**src/rtl/mips_fetch_unit_if.sv**
```systemverilog
// -----------------------------------------------------------------------------
// mips_fetch_unit_if
// Instruction-memory fetch bus between the fetch stage and instruction memory.
//   imem_req   : fetch request, held high until the memory answers
//   imem_addr  : byte address of the requested word, stable while requested
//   imem_rdata : instruction word, valid only while imem_ready is high
//   imem_ready : memory completes the fetch in this cycle
// The master modport is the fetch unit; the slave modport is the memory.
// -----------------------------------------------------------------------------
interface mips_fetch_unit_if;
  logic        imem_req;
  logic [31:0] imem_addr;
  logic [31:0] imem_rdata;
  logic        imem_ready;

  modport master (
    output imem_req,
    output imem_addr,
    input  imem_rdata,
    input  imem_ready
  );

  modport slave (
    input  imem_req,
    input  imem_addr,
    output imem_rdata,
    output imem_ready
  );
endinterface

```
**src/rtl/mips_fetch_unit.sv**
```systemverilog
// -----------------------------------------------------------------------------
// mips_fetch_unit
// Instruction-fetch stage of the multicycle MIPS core. Holds the PC, fetches
// one 32-bit word per instruction over the imem req/ready handshake, latches
// it into the instruction register and, when control retires the instruction,
// selects the next PC (sequential, taken branch or jump).
//
// Ports:
//   clk            : system clock, rising edge
//   rst            : asynchronous, active-high reset
//   imem           : instruction-memory bus (master side)
//   i_instr_done   : one-cycle retire pulse from control
//   i_branch       : branch instruction in flight
//   i_jump         : jump instruction in flight
//   i_zero         : ALU zero flag
//   o_opcode       : instruction register
//   o_instr_valid  : o_opcode holds a fetched, not yet retired instruction
//   o_pc           : current PC
//   o_pc_plus4     : o_pc + 4 (combinational, wraps modulo 2^32)
//   o_fetch_error  : sticky, a fetch timed out; cleared only by rst
// -----------------------------------------------------------------------------
module mips_fetch_unit #(
  parameter logic [31:0] RESET_PC    = 32'h0000_0000,
  parameter int          MEM_TIMEOUT = 16
) (
  input  logic                      clk,
  input  logic                      rst,
  mips_fetch_unit_if.master         imem,
  input  logic                      i_instr_done,
  input  logic                      i_branch,
  input  logic                      i_jump,
  input  logic                      i_zero,
  output logic [31:0]               o_opcode,
  output logic                      o_instr_valid,
  output logic [31:0]               o_pc,
  output logic [31:0]               o_pc_plus4,
  output logic                      o_fetch_error
);

  // Counter only has to reach MEM_TIMEOUT-1.
  localparam int CNT_W = (MEM_TIMEOUT > 1) ? $clog2(MEM_TIMEOUT) : 1;

  typedef enum logic [1:0] {
    S_FETCH = 2'd0,
    S_WAIT  = 2'd1,
    S_HOLD  = 2'd2,
    S_ERR   = 2'd3
  } state_t;

  state_t             r_state;
  logic [31:0]        r_pc;
  logic [31:0]        r_imem_addr;
  logic               r_imem_req;
  logic [31:0]        r_opcode;
  logic               r_instr_valid;
  logic               r_fetch_error;
  logic [CNT_W-1:0]   r_cnt;

  logic [31:0]        w_pc_plus4;
  logic [31:0]        w_next_pc;
  logic               w_timeout_hit;

  // Next-PC selection; jump outranks a taken branch.
  function automatic logic [31:0] f_next_pc(
    input logic [31:0] pc4,
    input logic [31:0] instr,
    input logic        branch,
    input logic        jump,
    input logic        zero
  );
    logic [31:0] w_br_off;
    w_br_off = {{14{instr[15]}}, instr[15:0], 2'b00};
    if (jump) begin
      f_next_pc = {pc4[31:28], instr[25:0], 2'b00};
    end else if (branch && zero) begin
      f_next_pc = pc4 + w_br_off;
    end else begin
      f_next_pc = pc4;
    end
  endfunction

  assign w_pc_plus4    = r_pc + 32'd4;
  assign w_next_pc     = f_next_pc(w_pc_plus4, r_opcode, i_branch, i_jump, i_zero);
  // The edge that sees counter == MEM_TIMEOUT-1 is the last allowed WAIT edge.
  assign w_timeout_hit = (MEM_TIMEOUT != 32'sd0) &&
                         (r_cnt == CNT_W'(MEM_TIMEOUT - 32'sd1));

  // Fetch FSM with all registered outputs.
  always_ff @(posedge clk or posedge rst) begin
    if (rst) begin
      r_state       <= S_FETCH;
      r_pc          <= RESET_PC;
      r_imem_addr   <= RESET_PC;
      r_imem_req    <= 1'b0;
      r_opcode      <= 32'h0000_0000;
      r_instr_valid <= 1'b0;
      r_fetch_error <= 1'b0;
      r_cnt         <= '0;
    end else begin
      case (r_state)
        S_FETCH: begin
          r_imem_req  <= 1'b1;
          r_imem_addr <= r_pc;
          r_cnt       <= '0;
          r_state     <= S_WAIT;
        end
        S_WAIT: begin
          // Ready on the timeout edge still completes the fetch.
          if (imem.imem_ready) begin
            r_opcode      <= imem.imem_rdata;
            r_imem_req    <= 1'b0;
            r_instr_valid <= 1'b1;
            r_state       <= S_HOLD;
          end else if (w_timeout_hit) begin
            r_imem_req    <= 1'b0;
            r_fetch_error <= 1'b1;
            r_state       <= S_ERR;
          end else begin
            r_cnt <= r_cnt + CNT_W'(1);
          end
        end
        S_HOLD: begin
          // Retire: issue the next fetch on the same edge, skipping FETCH.
          if (i_instr_done) begin
            r_pc          <= w_next_pc;
            r_imem_addr   <= w_next_pc;
            r_imem_req    <= 1'b1;
            r_instr_valid <= 1'b0;
            r_cnt         <= '0;
            r_state       <= S_WAIT;
          end else begin
            r_state <= S_HOLD;
          end
        end
        S_ERR: begin
          r_imem_req    <= 1'b0;
          r_instr_valid <= 1'b0;
          r_fetch_error <= 1'b1;
          r_state       <= S_ERR;
        end
        default: begin
          r_imem_req    <= 1'b0;
          r_instr_valid <= 1'b0;
          r_state       <= S_FETCH;
        end
      endcase
    end
  end

  assign imem.imem_req   = r_imem_req;
  assign imem.imem_addr  = r_imem_addr;
  assign o_opcode        = r_opcode;
  assign o_instr_valid   = r_instr_valid;
  assign o_pc            = r_pc;
  assign o_pc_plus4      = w_pc_plus4;
  assign o_fetch_error   = r_fetch_error;

endmodule

```
**src/flat_wrapper.sv**
```systemverilog
// flat-port wrapper written by rule: the top's interface ports become plain ports
module mips_fetch_unit_flat 
#(
  parameter logic [31:0] RESET_PC    = 32'h0000_0000,
  parameter int          MEM_TIMEOUT = 16
)
  (clk, rst, i_instr_done, i_branch, i_jump, i_zero, o_opcode, o_instr_valid, o_pc, o_pc_plus4, o_fetch_error, imem_imem_req, imem_imem_addr, imem_imem_rdata, imem_imem_ready);
  mips_fetch_unit_if imem_i ();
  input  logic clk;
  input  logic rst;
  input  logic i_instr_done;
  input  logic i_branch;
  input  logic i_jump;
  input  logic i_zero;
  output logic [31:0] o_opcode;
  output logic o_instr_valid;
  output logic [31:0] o_pc;
  output logic [31:0] o_pc_plus4;
  output logic o_fetch_error;
  output wire logic [$bits(imem_i.imem_req)-1:0] imem_imem_req;
  output wire logic [$bits(imem_i.imem_addr)-1:0] imem_imem_addr;
  input wire logic [$bits(imem_i.imem_rdata)-1:0] imem_imem_rdata;
  input wire logic [$bits(imem_i.imem_ready)-1:0] imem_imem_ready;
  assign imem_imem_req = imem_i.imem_req;
  assign imem_imem_addr = imem_i.imem_addr;
  assign imem_i.imem_rdata = imem_imem_rdata;
  assign imem_i.imem_ready = imem_imem_ready;
  mips_fetch_unit #(.RESET_PC(RESET_PC), .MEM_TIMEOUT(MEM_TIMEOUT)) u_core (.clk(clk), .rst(rst), .imem(imem_i), .i_instr_done(i_instr_done), .i_branch(i_branch), .i_jump(i_jump), .i_zero(i_zero), .o_opcode(o_opcode), .o_instr_valid(o_instr_valid), .o_pc(o_pc), .o_pc_plus4(o_pc_plus4), .o_fetch_error(o_fetch_error));
endmodule
```
**config.mk**
```make
export PLATFORM = sky130hd
export DESIGN_NAME = mips_fetch_unit_flat
export DESIGN_NICKNAME = d
export VERILOG_FILES = /design/src/rtl/mips_fetch_unit_if.sv /design/src/rtl/mips_fetch_unit.sv /design/src/flat_wrapper.sv
export SDC_FILE = /design/constraint.sdc
export NUM_CORES = 1
export LEC_CHECK = 0
export BUFFER_PORTS_ARGS = -buffer_cell sky130_fd_sc_hd__buf_2
export CORE_MARGIN = 1
export CORE_UTILIZATION = 35
export CTS_CLUSTER_SIZE = 30
export DETAILED_ROUTE_END_ITERATION = 12
export HOLD_SLACK_MARGIN = 0.06
export SLEW_MARGIN = 20
export SYNTH_ARGS = -nofsm -noshare
export SYNTH_HDL_FRONTEND = slang
export SYNTH_SLANG_ARGS = --single-unit
```
**constraint.sdc**
```tcl
create_clock -name clk -period 3.8 [get_ports clk]
set_input_delay 0.38 -clock clk [delete_from_list [all_inputs] [get_ports clk]]
set_output_delay 0.38 -clock clk [all_outputs]
set_load 0.005 [all_outputs]
```
Yosys cells after proc, flatten, opt, wreduce, memory -nomap -nowiden --
Cells that the tools add are included.
Cells by class: add/subtract/negate cells 3, multipliers 0, divide/modulo/power cells 0, order comparisons 0, equal/unequal tests 10, shift operators 0, multiplexer cells 22, bitwise gates (word level) 0, reduce and logical (&&, ||, !) cells 13
Operator list (count):
- $mux W32 | 3
- $pmux W32 S2 | 1
- $add A32 B3 Y32 const B | 1
- $add A32 B32 Y32 | 1
- $mux W4 | 3
- $pmux W4 S3 | 1
- $ne A2 B2 Y1 const B | 4
- $pmux W2 S4 | 1
- $reduce_and A2 Y1 | 4
- $mux W1 | 7
- $mux W2 | 3
- $reduce_and A3 Y1 | 2
- $reduce_bool A3 Y1 | 2
- $add A4 B1 Y4 const B | 1
- $eq A2 B2 Y1 const B | 2
- $eq A4 B4 Y1 const B | 1
- $pmux W1 S4 | 1
- $reduce_and A4 Y1 | 1
- $reduce_bool A2 Y1 | 2
- $ne A3 B2 Y1 const B | 1
- $pmux W1 S3 | 1
- $eq A2 B1 Y1 const B | 1
- $logic_not A2 Y1 | 1
- $ne A2 B1 Y1 const B | 1
- other kinds (2) | 2
Word-level totals: flip-flop bits (word level) 105, latch bits 0, RAM bits 0, bits in read-only memories 0, bits of input ports 39, output and inout port bits 131, word-level logic and storage cells 56, memories kept 0

Longest topological paths before layout --
Gate-level depths: netlist of the first run.
depth after elaboration 6, depth in mapped cells 17, mapped depth without buffers 15

Worst setup path before layout of the first run --
No wires, ideal clock.
path kind register to register, start register u_core.r_pc[2] (netlist: u_core.o_pc[2]), end register u_core.r_imem_addr[25] (netlist: u_core.imem.imem_addr[25]), library setup time 0.073 ns, arrival 3.794 ns, data required time 3.727 ns, setup slack -0.067 ns, stages on the path, launching flop included 17, buffers on the path 2, period minus slack after synthesis 3.867 ns, cells stage by stage dfrtp_1 ha_1 and4_1 clkbuf_1 nand4_1 xnor2_1 ha_1 buf_6 a2111o_1 a31oi_2 nor2_2 o21ai_4 o21ai_2 a221o_1 and4_4 or3_4 a21oi_2
Between the ends: longest elaborated chain between the ends 6
RTL lines:
- start: declaration | line mips_fetch_unit.sv:51 | logic [31:0] r_pc;
- start signal: assignment | line mips_fetch_unit.sv:125 | r_pc <= w_next_pc;
- $add A32 B3 Y32 | line mips_fetch_unit.sv:82 | assign w_pc_plus4 = r_pc + 32'd4;
- via o_pc_plus4[10] | line flat_wrapper.sv:18 | output logic [31:0] o_pc_plus4;
- $add A32 B32 Y32 | line mips_fetch_unit.sv:76 | f_next_pc = pc4 + w_br_off;
- $mux W32 | line mips_fetch_unit.sv:75 | end else if (branch && zero) begin
- $mux W32 | line mips_fetch_unit.sv:73 | if (jump) begin
- $mux W32 | line mips_fetch_unit.sv:124 | if (i_instr_done) begin
- $pmux W32 S2 | line mips_fetch_unit.sv:100 | case (r_state)
- end signal: assignment | line mips_fetch_unit.sv:103 | r_imem_addr <= r_pc;
- end signal: assignment | line mips_fetch_unit.sv:126 | r_imem_addr <= w_next_pc;
- end: declaration | line mips_fetch_unit.sv:52 | logic [31:0] r_imem_addr;
The timed path passes the listed nets, and every way through them passes these cells. The select of a mux whose other input is x is not followed. A chain may end at the register's enable or synchronous reset.

Worst setup path after layout of the first run --
start register u_core.r_pc[2] (netlist: u_core.o_pc[2]), end register u_core.r_pc[31] (netlist: u_core.o_pc[31])
Between the ends: longest elaborated chain between the ends 4
RTL lines (line):
- $add A32 B3 Y32 * | mips_fetch_unit.sv:82
- $add A32 B32 Y32 | mips_fetch_unit.sv:76
- $mux W32 | mips_fetch_unit.sv:75
- $mux W32 * | mips_fetch_unit.sv:73
Mark *: on every way between the ends. The rest lies on a longest branch, timed or not.

==> out/summary.txt, run 1 <==
Remaining antenna violation count - 0
RSZ-0062 raised after global routing - yes
Power consumption - 8.77 mW
Drt pass-1 iters - 5
Via count - 6645
Worst path top cell family by delay - compound AO/OA/AOI/OAI gates
Met1 WL - 10800 microns
Non-Filler Instances - 1225
Worst setup SP type - flop
Cell Chain, Critical Path - buf_4 > nand3_1 > or3_4 > nor3_2 > xnor2_1 > ha_1 > inv_1 > o21bai_1 > a21o_1 > a221oi_2 > a21oi_2 > a31o_1 > a22oi_1 > xor2_1 > a21oi_1
Clock tree sinks - 105
Remaining DRCs - 0
Final net count - 1037
Min cycle time layout - 3680 ps
Highest clock rate - 271 MHz
Final instance area - 8850 sq um
Placed Cells - 1206
Cts bufs inserted - 9
First-pass GRT wire length - 35700 microns
Drt total wl - 22900 microns
Vias in the first global route - 6283
Fillers - 1841
Mapped cell area - 6860 sq um
Final Hold Vio Count - 0
Final setup violation count - 0
Main synth FF type - dfrtp_1
Commonest cells after routing, fill and taps aside - buf_2, dfrtp_1, nand2_1
Pwr/cell area - 991 nW/um^2
Crit share post-route - 96.9%
Distinct cell type count after synthesis - 73
Leakage - 4.24 nW
CTS root buffer - clkbuf_16
Antenna Cells - 0
Setup ws final - 116 ps
Status - complete, no violations
Clock buffer depth - 2
Ys Warns - 0
Sequential share of the synthesized area - 38.3%
IR drop worst, VDD - 388 uV
Commonest non-fill, non-tap cell in the layout - buf_2
Max_cap viols - 0
DPL Wire Length - 17000 microns
TritonCTS clock tree - built
FP Rows - 50
Crit path kind - flop to flop
Die area - 20200 sq um
WP buf/inv - 2
Synth Register Bits - 105
Routed wire length per instance - 18.7 microns
Ys async rst share - 100%
Slack of the worst reg-to-reg path - 120 ps
Leading area contributor after synthesis - dfrtp_1
GRT Overall Usage - 23.1%
Crit path max fanout - 7
Buffers on Ports - 169
Top cells by area, synth - dfrtp_1, ha_1, mux2_2
Worst hold path cell count - 2
Syn Area/Cell - 9.12 sq um
Slew headroom - 46.1%
Share of the synthesized area in the top cell type - 38.3%
Number of DRC markers in iteration 0 - 588
Worst-Margin Slew - 809 ps
Crit path required time - 4020 ps
WP data arrival - 3900 ps
Initial core utilization - 36.2%
Uppermost routed layer - met4
Core Area - 19000 sq um
Total gr overflow - 0
Critical Path Max Stage Delay - 440 ps
Worst min path class - primary input to flop
Placed Area - 8390 sq um
Max Slew Vio Count - 0
Crit path capture type - flop
H-tree depth - 3
CP max-delay cell - or3_4
Via-to-Cell Ratio - 5.42
Fraction of layout cells with a size suffix above 1 - 34.8%
I/O Pins - 170
Reg2Reg Depth - 15
Area delta synth->final - 29.1%
WP depth - 15
Die W - 142 microns
Pin count of the biggest net entering global routing - 49
Mapped Cells - 752
Post-synth EDFFs - 0
Clock-pin slew on the worst setup and hold paths - 80 ps
Die height - 142 microns
RePlAce Congestion - 0.925
Initial antenna violation count - 0
Syn nets - 829
Routed wl met2 - 10100 microns
Met3 wire len - 1650 microns
Pre-CTS setup slack - -53.3 ps
Later-pin clock latency in the skew report - 370 ps
Fin Clk Skew - 10.2 ps
==> worst reg2reg max path, cell delays in order (launching register included) <==
cell and delay [ps]:
dfrtp_1 360, buf_4 160, nand3_1 120, or3_4 440, nor3_2 230, xnor2_1 240
ha_1 350, inv_1 70, o21bai_1 70, a21o_1 200, a221oi_2 310, a21oi_2 150
a31o_1 270, a22oi_1 240, xor2_1 230, a21oi_1 90
==> final cells by class <==
cell class | count | area, sq um | area share, %
Tap cell | 260 | 325 | 3.67
Timing Repair Buffer | 244 | 1410 | 15.9
Multi-Input combinational cell | 584 | 4120 | 46.6
Sequential cell | 105 | 2630 | 29.7
Clock buffer | 9 | 225 | 2.54
Inverter | 16 | 62.6 | 0.707
Clock inverter | 7 | 76.3 | 0.862
==> per-stage QoR <==
stage | hold slack [ps] | utilization, % | TNS, ps
after detailed placement | 432 | 44.2 | -115
after CTS | 232 | 46.0 | 0
after floorplan | 459 | - | 0
final | 238 | 46.7 | 0
after global placement | 434 | 44.2 | -44.5
after global routing | 225 | 46.7 | -161
==> state kept, by name, indices dropped and copies added (netlist names) <==
name                   count
u_core.imem.imem_addr     32
u_core.imem.imem_req       1
u_core.o_fetch_error       1
u_core.o_instr_valid       1
u_core.o_opcode           32
u_core.o_pc               32
u_core.r_cnt               4
u_core.r_state             2
==> routing by layer <==
layer | track usage [%] | vias up
met1 | 33.6 | 3216
met5 | 0 | -
met2 | 34.6 | 247
met4 | 5.72 | 0
met3 | 4.81 | 26
li1 | - | 3156
==> path summary, 6_finish.rpt <==
path,startpoint,endpoint
worst max-delay path,u_core.o_pc[2],u_core.o_pc[31]
max in group asynchronous,rst,u_core.o_pc[6]
worst max register to register,u_core.o_pc[2],u_core.o_pc[31]
worst min-delay path,imem_imem_rdata[23],u_core.o_opcode[23]
min in group asynchronous,rst,u_core.o_opcode[31]
worst min register to register,u_core.imem.imem_addr[7],u_core.imem.imem_addr[7]
==> power by group <==
part	total (mW)	switching [mW]	internal (mW)	leakage (nW)
sequential	2.10	0.476	1.63	1.27
combinational	5.70	3.08	2.62	2.82
clock	0.971	0.504	0.468	0.145
total	8.77	4.06	4.71	4.24
==> synthesized netlist by cell type, types with 6 or more instances <==
cell        n
mux2_2     33
nand2_1    78
dfrtp_1   105
mux2i_1     6
nor3b_1     8
ha_1       37
nor2_1     51
a31oi_1     8
a21oi_1    59
o22a_1      6
a21o_1     28
nand3_1    19
inv_1      15
clkbuf_1   41
nor3_1     10
xnor2_1    35
or3_1       7
nand4_1    15
o21ai_1    26
o211ai_1    8
o22ai_1     7
nand2b_1    6
o21ai_0    28
o32ai_1     8
and3_1      7
xor2_1     15
a211o_1     6
==> cell families (layout without fill, tap and decap cells) <==
kind of cell,Yosys count,count (layout),synth area share [%]
AND/OR/NAND/NOR,228,228,16.3
flip-flops,105,105,38.3
XOR/XNOR,50,50,6.39
buffers and inverters,63,276,3.70
AO/OA/AOI/OAI,229,229,21.9
adder cells (fa/ha/maj),38,38,7.04
multiplexers,39,39,6.29
==> what timing repair did <==
| item | 4_1_cts | 5_1_grt |
|---|---|---|
| gates resized for setup | 4 | 24 |
| endpoints found under the setup margin | 4 | 16 |
| hold buffers | 1 | 0 |
| setup buffers | 0 | 2 |
| hold endpoints to repair | 35 | 0 |
| pin swaps | 0 | 5 |
No activity file was read; power rests on OpenSTA's default activity.
==> inputs of run 2 (changes only) <==
--- a/config.mk
+++ b/config.mk
@@ -8,6 +8,7 @@
 export BUFFER_PORTS_ARGS = -buffer_cell sky130_fd_sc_hd__buf_2
 export CORE_MARGIN = 1
 export CORE_UTILIZATION = 35
+export CTS_BUF_LIST = sky130_fd_sc_hd__clkbuf_4
 export CTS_CLUSTER_SIZE = 30
 export DETAILED_ROUTE_END_ITERATION = 12
 export HOLD_SLACK_MARGIN = 0.06
==> out/summary.txt, run 2 (same netlist as run 1, synthesis figures left out) <==
Setup ws final - 135 ps
TritonCTS clock tree - built
Worst-Margin Slew - 768 ps
Clock tree sinks - 105
Area delta synth->final - 30.6%
Final setup violation count - 0
Pin count of the biggest net entering global routing - 49
Pre-CTS setup slack - -53.3 ps
First-pass GRT wire length - 36000 microns
Max Slew Vio Count - 0
Via count - 6769
Remaining DRCs - 0
Post-route core utilization - 47.2%
FP Rows - 50
Setup TNS - 0 ps
Placed Cells - 1206
Die height - 142 microns
Pwr/cell area - 949 nW/um^2
Fin Clk Skew - 32.5 ps
Commonest cells after routing, fill and taps aside - buf_2, dfrtp_1, nand2_1
Max_cap viols - 0
Final Hold Vio Count - 0
Number of DRC markers in iteration 0 - 544
Crit path capture type - flop
CTS root buffer - clkbuf_4
GRT Overall Usage - 23.2%
Min cycle time layout - 3660 ps
Total gr overflow - 0
Hold slack - 83.5 ps
Final instance area - 8950 sq um
Clock-pin slew on the worst setup and hold paths - 190 ps
Initial core utilization - 36.2%
Via-to-Cell Ratio - 5.42
Fraction of layout cells with a size suffix above 1 - 35.0%
Remaining antenna violation count - 0
Crit path required time - 4270 ps
Commonest non-fill, non-tap cell in the layout - buf_2
WP data arrival - 4130 ps
IR drop worst, VDD - 395 uV
Later-pin clock latency in the skew report - 520 ps
Power consumption - 8.50 mW
Worst min path class - primary input to flop
Drt total wl - 23300 microns
H-tree depth - 3
Worst setup SP type - flop
DPL Wire Length - 17000 microns
Non-Filler Instances - 1249
Buffers on Ports - 169
Crit path kind - flop to flop
Drt pass-1 iters - 5
Cts bufs inserted - 9
RePlAce Congestion - 0.925
Final net count - 1060
Crit share post-route - 96.4%
Crit path max fanout - 4
Slew headroom - 48.8%
Placed Area - 8390 sq um
Vias in the first global route - 6365
Leakage - 4.26 nW
Status - complete, no violations
Highest clock rate - 273 MHz
I/O Pins - 170
Die area - 20200 sq um
Routed wire length per instance - 18.7 microns
Die W - 142 microns
Clock buffer depth - 2
Core Area - 19000 sq um
Initial antenna violation count - 1
-- run 2: repair_timing --
item	in CTS	in global routing
resized for setup	5	32
hold endpoints to repair	51	4
endpoints found under the setup margin	4	20
pin swaps	0	14
hold buffers	17	4
setup buffers	0	5
-- run 2: worst paths after layout --
check	startpoint	to	slack, ps	cells past startpoint
setup / recovery	u_core.o_pc[2]	u_core.imem.imem_addr[25]	140	14
hold / removal	imem_imem_rdata[28]	u_core.o_opcode[28]	80	2
setup reg to reg	u_core.o_pc[2]	u_core.imem.imem_addr[25]	140	14
hold reg to reg	u_core.imem.imem_addr[7]	u_core.imem.imem_addr[7]	490	2
max in group asynchronous	rst	u_core.o_opcode[14]	2510	4
min in group asynchronous	rst	u_core.o_opcode[31]	380	3
-- run 2: routing by layer --
metal / vias to the layer above / share of wire, % / global-route usage, %
li1: 3201 / - / -
met1: 3285 / 47 / 33.7
met2: 251 / 44 / 35.1
met3: 32 / 6.8 / 4.34
met4: 0 / 1.9 / 6.56
met5: - / 0 / 0
-- run 2: area by class of cell --
type                       count  area (sq um)
fill                        1847         10000
multi-input combinational    584          4150
sequential                   105          2630
timing repair buffer         267          1630
tap                          260           325
clock inverter                 7          76.3
clock buffer                   9          67.6
inverter                      16          62.6
antenna                        1          2.50
-- run 2: where the power goes --
part	internal [mW]	leakage, nW	switching (mW)	total (mW)
clock	0.156	0.0759	0.463	0.618
sequential	1.62	1.27	0.477	2.10
combinational	2.67	2.92	3.12	5.78
total	4.44	4.26	4.06	8.50
-- run 2: worst max-delay path, stage by stage, from the launching register on --
cell	delay (ps)
dfrtp_1	400
ha_2	220
and4_4	260
nand4_1	150
xnor2_2	230
ha_1	270
a2111o_1	460
a31oi_4	180
nor2_2	80
o21ai_4	200
o21ai_2	100
a221o_1	350
and4_4	190
or3_4	390
a21oi_2	130
==> inputs of run 3 (changes only) <==
--- a/config.mk
+++ b/config.mk
@@ -5,7 +5,7 @@
 export SDC_FILE = /design/constraint.sdc
 export NUM_CORES = 1
 export LEC_CHECK = 0
-export BUFFER_PORTS_ARGS = -buffer_cell sky130_fd_sc_hd__buf_2
+export BUFFER_PORTS_ARGS = -buffer_cell sky130_fd_sc_hd__buf_4
 export CORE_MARGIN = 1
 export CORE_UTILIZATION = 35
 export CTS_BUF_LIST = sky130_fd_sc_hd__clkbuf_4
==> out/summary.txt, run 3 (same netlist as run 1, synthesis figures left out) <==
Max Slew Vio Count - 0
FP Rows - 50
Total gr overflow - 0
Crit path required time - 4260 ps
GR Util met1 - 32.6%
Grt met3 use - 4.27%
CP max-delay cell - dfrtp_1
Number of DRC markers in iteration 0 - 492
Final net count - 1061
Remaining antenna violation count - 0
IR drop worst, VDD - 367 uV
Critical Path Max Stage Delay - 410 ps
Hold wc startpoint - imem_imem_rdata[10]
DPL Wire Length - 17200 microns
Cell Chain, Critical Path - ha_1 > nand4_1 > nor2_2 > and4_1 > xor2_1 > ha_1 > a21oi_1 > o21a_1 > nor3_1 > a211oi_4 > o21ai_2 > a221o_1 > and4_4 > or3_4 > a21oi_2
Vias in the first global route - 6327
Worst min path class - primary input to flop
Die area - 20200 sq um
Via count - 6743
Remaining DRCs - 0
Initial core utilization - 36.2%
Die W - 142 microns
Post-route core utilization - 49.0%
Routed wire length per instance - 18.3 microns
Clock-pin slew on the worst setup and hold paths - 180 ps
Final Hold Vio Count - 0
Crit path max fanout - 3
RePlAce Congestion - 0.881
WP buf/inv - 0
Final setup violation count - 0
Later-pin clock latency in the skew report - 520 ps
CTS root buffer - clkbuf_4
Pin count of the biggest net entering global routing - 58
Drt total wl - 22800 microns
Crit path capture type - flop
H-tree depth - 3
RSZ-0062 raised after global routing - no
Area delta synth->final - 35.6%
Crit share post-route - 95.3%
Pwr/cell area - 925 nW/um^2
Clock tree sinks - 105
Clock buffer depth - 2
Crit path top cell by count - ha_1
Highest clock rate - 276 MHz
Beginning of the critical path - u_core.o_pc[2]
Buffers on Ports - 169
Worst path top cell family by delay - simple AND/OR/NAND/NOR gates
Status - complete, no violations
Commonest cells after routing, fill and taps aside - buf_4, dfrtp_1, nand2_1
Die height - 142 microns
Via-to-Cell Ratio - 5.39
Setup TNS - 0 ps
Min cycle time layout - 3620 ps
Placed Area - 8740 sq um
FF-to-FF Start - u_core.o_pc[2]
WP data arrival - 4080 ps
Commonest non-fill, non-tap cell in the layout - buf_4
Crit path kind - flop to flop
Final instance area - 9300 sq um
Core Area - 19000 sq um
I/O Pins - 170
Fin Clk Skew - 28.2 ps
Initial antenna violation count - 1
Worst setup SP type - flop
Cts bufs inserted - 9
Fraction of layout cells with a size suffix above 1 - 32.2%
Drt pass-1 iters - 5
Leakage - 4.36 nW
Max_cap viols - 0
First-pass GRT wire length - 35200 microns
Grt peak-use layer - met2
TritonCTS clock tree - built
Worst-Margin Slew - 916 ps
Slew headroom - 38.7%
Grt met2 use - 35.3%
GRT Overall Usage - 22.9%
==> run 3: cell count changes in the layout (fill, tap and decap cells not counted), moves of 3 or more <==
cell,change
a21oi_1,+3
a21oi_2,-3
buf_2,-169
buf_4,+160
dlygate4sd3_1,+10
ha_1,+4
ha_4,-3
xnor2_1,+3
xnor2_2,-3
==> run 3: area by class of cell <==
cell class,count,area (sq um)
antenna,2,5.00
inverter,16,62.6
timing repair buffer,268,2090
sequential,105,2630
tap,260,325
clock buffer,9,67.6
multi-input combinational,584,4040
clock inverter,7,80.1
fill,1821,9660
==> run 3: what timing repair did <==
action                                 CTS  global route
setup endpoints to repair                0            17
gates resized for setup                  0            13
endpoints found under the hold margin   85             0
hold buffers                            31             0
buffers inserted                         0             5
==> run 3: stage by stage <==
stage	instances	hold slack (ps)	setup slack, ps	power, mW
after floorplan	752	459	46.0	5.48
after global placement	1197	455	189	7.89
after detailed placement	1197	468	95.9	7.88
after CTS	1244	60.1	57.6	8.55
after global routing	1251	71.1	3.09	9.27
final	1251	98.6	180	8.60
==> run 3: path summary, 6_finish.rpt <==
| kind | cells after the start | endpoint | slack, ps |
|---|---|---|---|
| setup / recovery | 15 | u_core.imem.imem_addr[25] | 180 |
| hold / removal | 2 | u_core.o_opcode[10] | 100 |
| setup reg to reg | 15 | u_core.imem.imem_addr[25] | 180 |
| hold reg to reg | 2 | u_core.imem.imem_req | 510 |
| max in group asynchronous | 4 | u_core.imem.imem_addr[8] | 2470 |
| min in group asynchronous | 3 | u_core.o_opcode[31] | 480 |
==> run 3: layer usage <==
metal / part of all wire (%) / up-vias
met4: 1.7 / 0
met3: 7.7 / 21
met2: 44 / 262
li1: - / 3219
met1: 46 / 3241
met5: 0 / -
==> run 3: power by group <==
part	leakage [nW]	switching (mW)	internal, mW
Clock	0.0765	0.459	0.159
Combinational	3.01	3.04	2.83
Sequential	1.27	0.501	1.62
Total	4.36	4.00	4.61
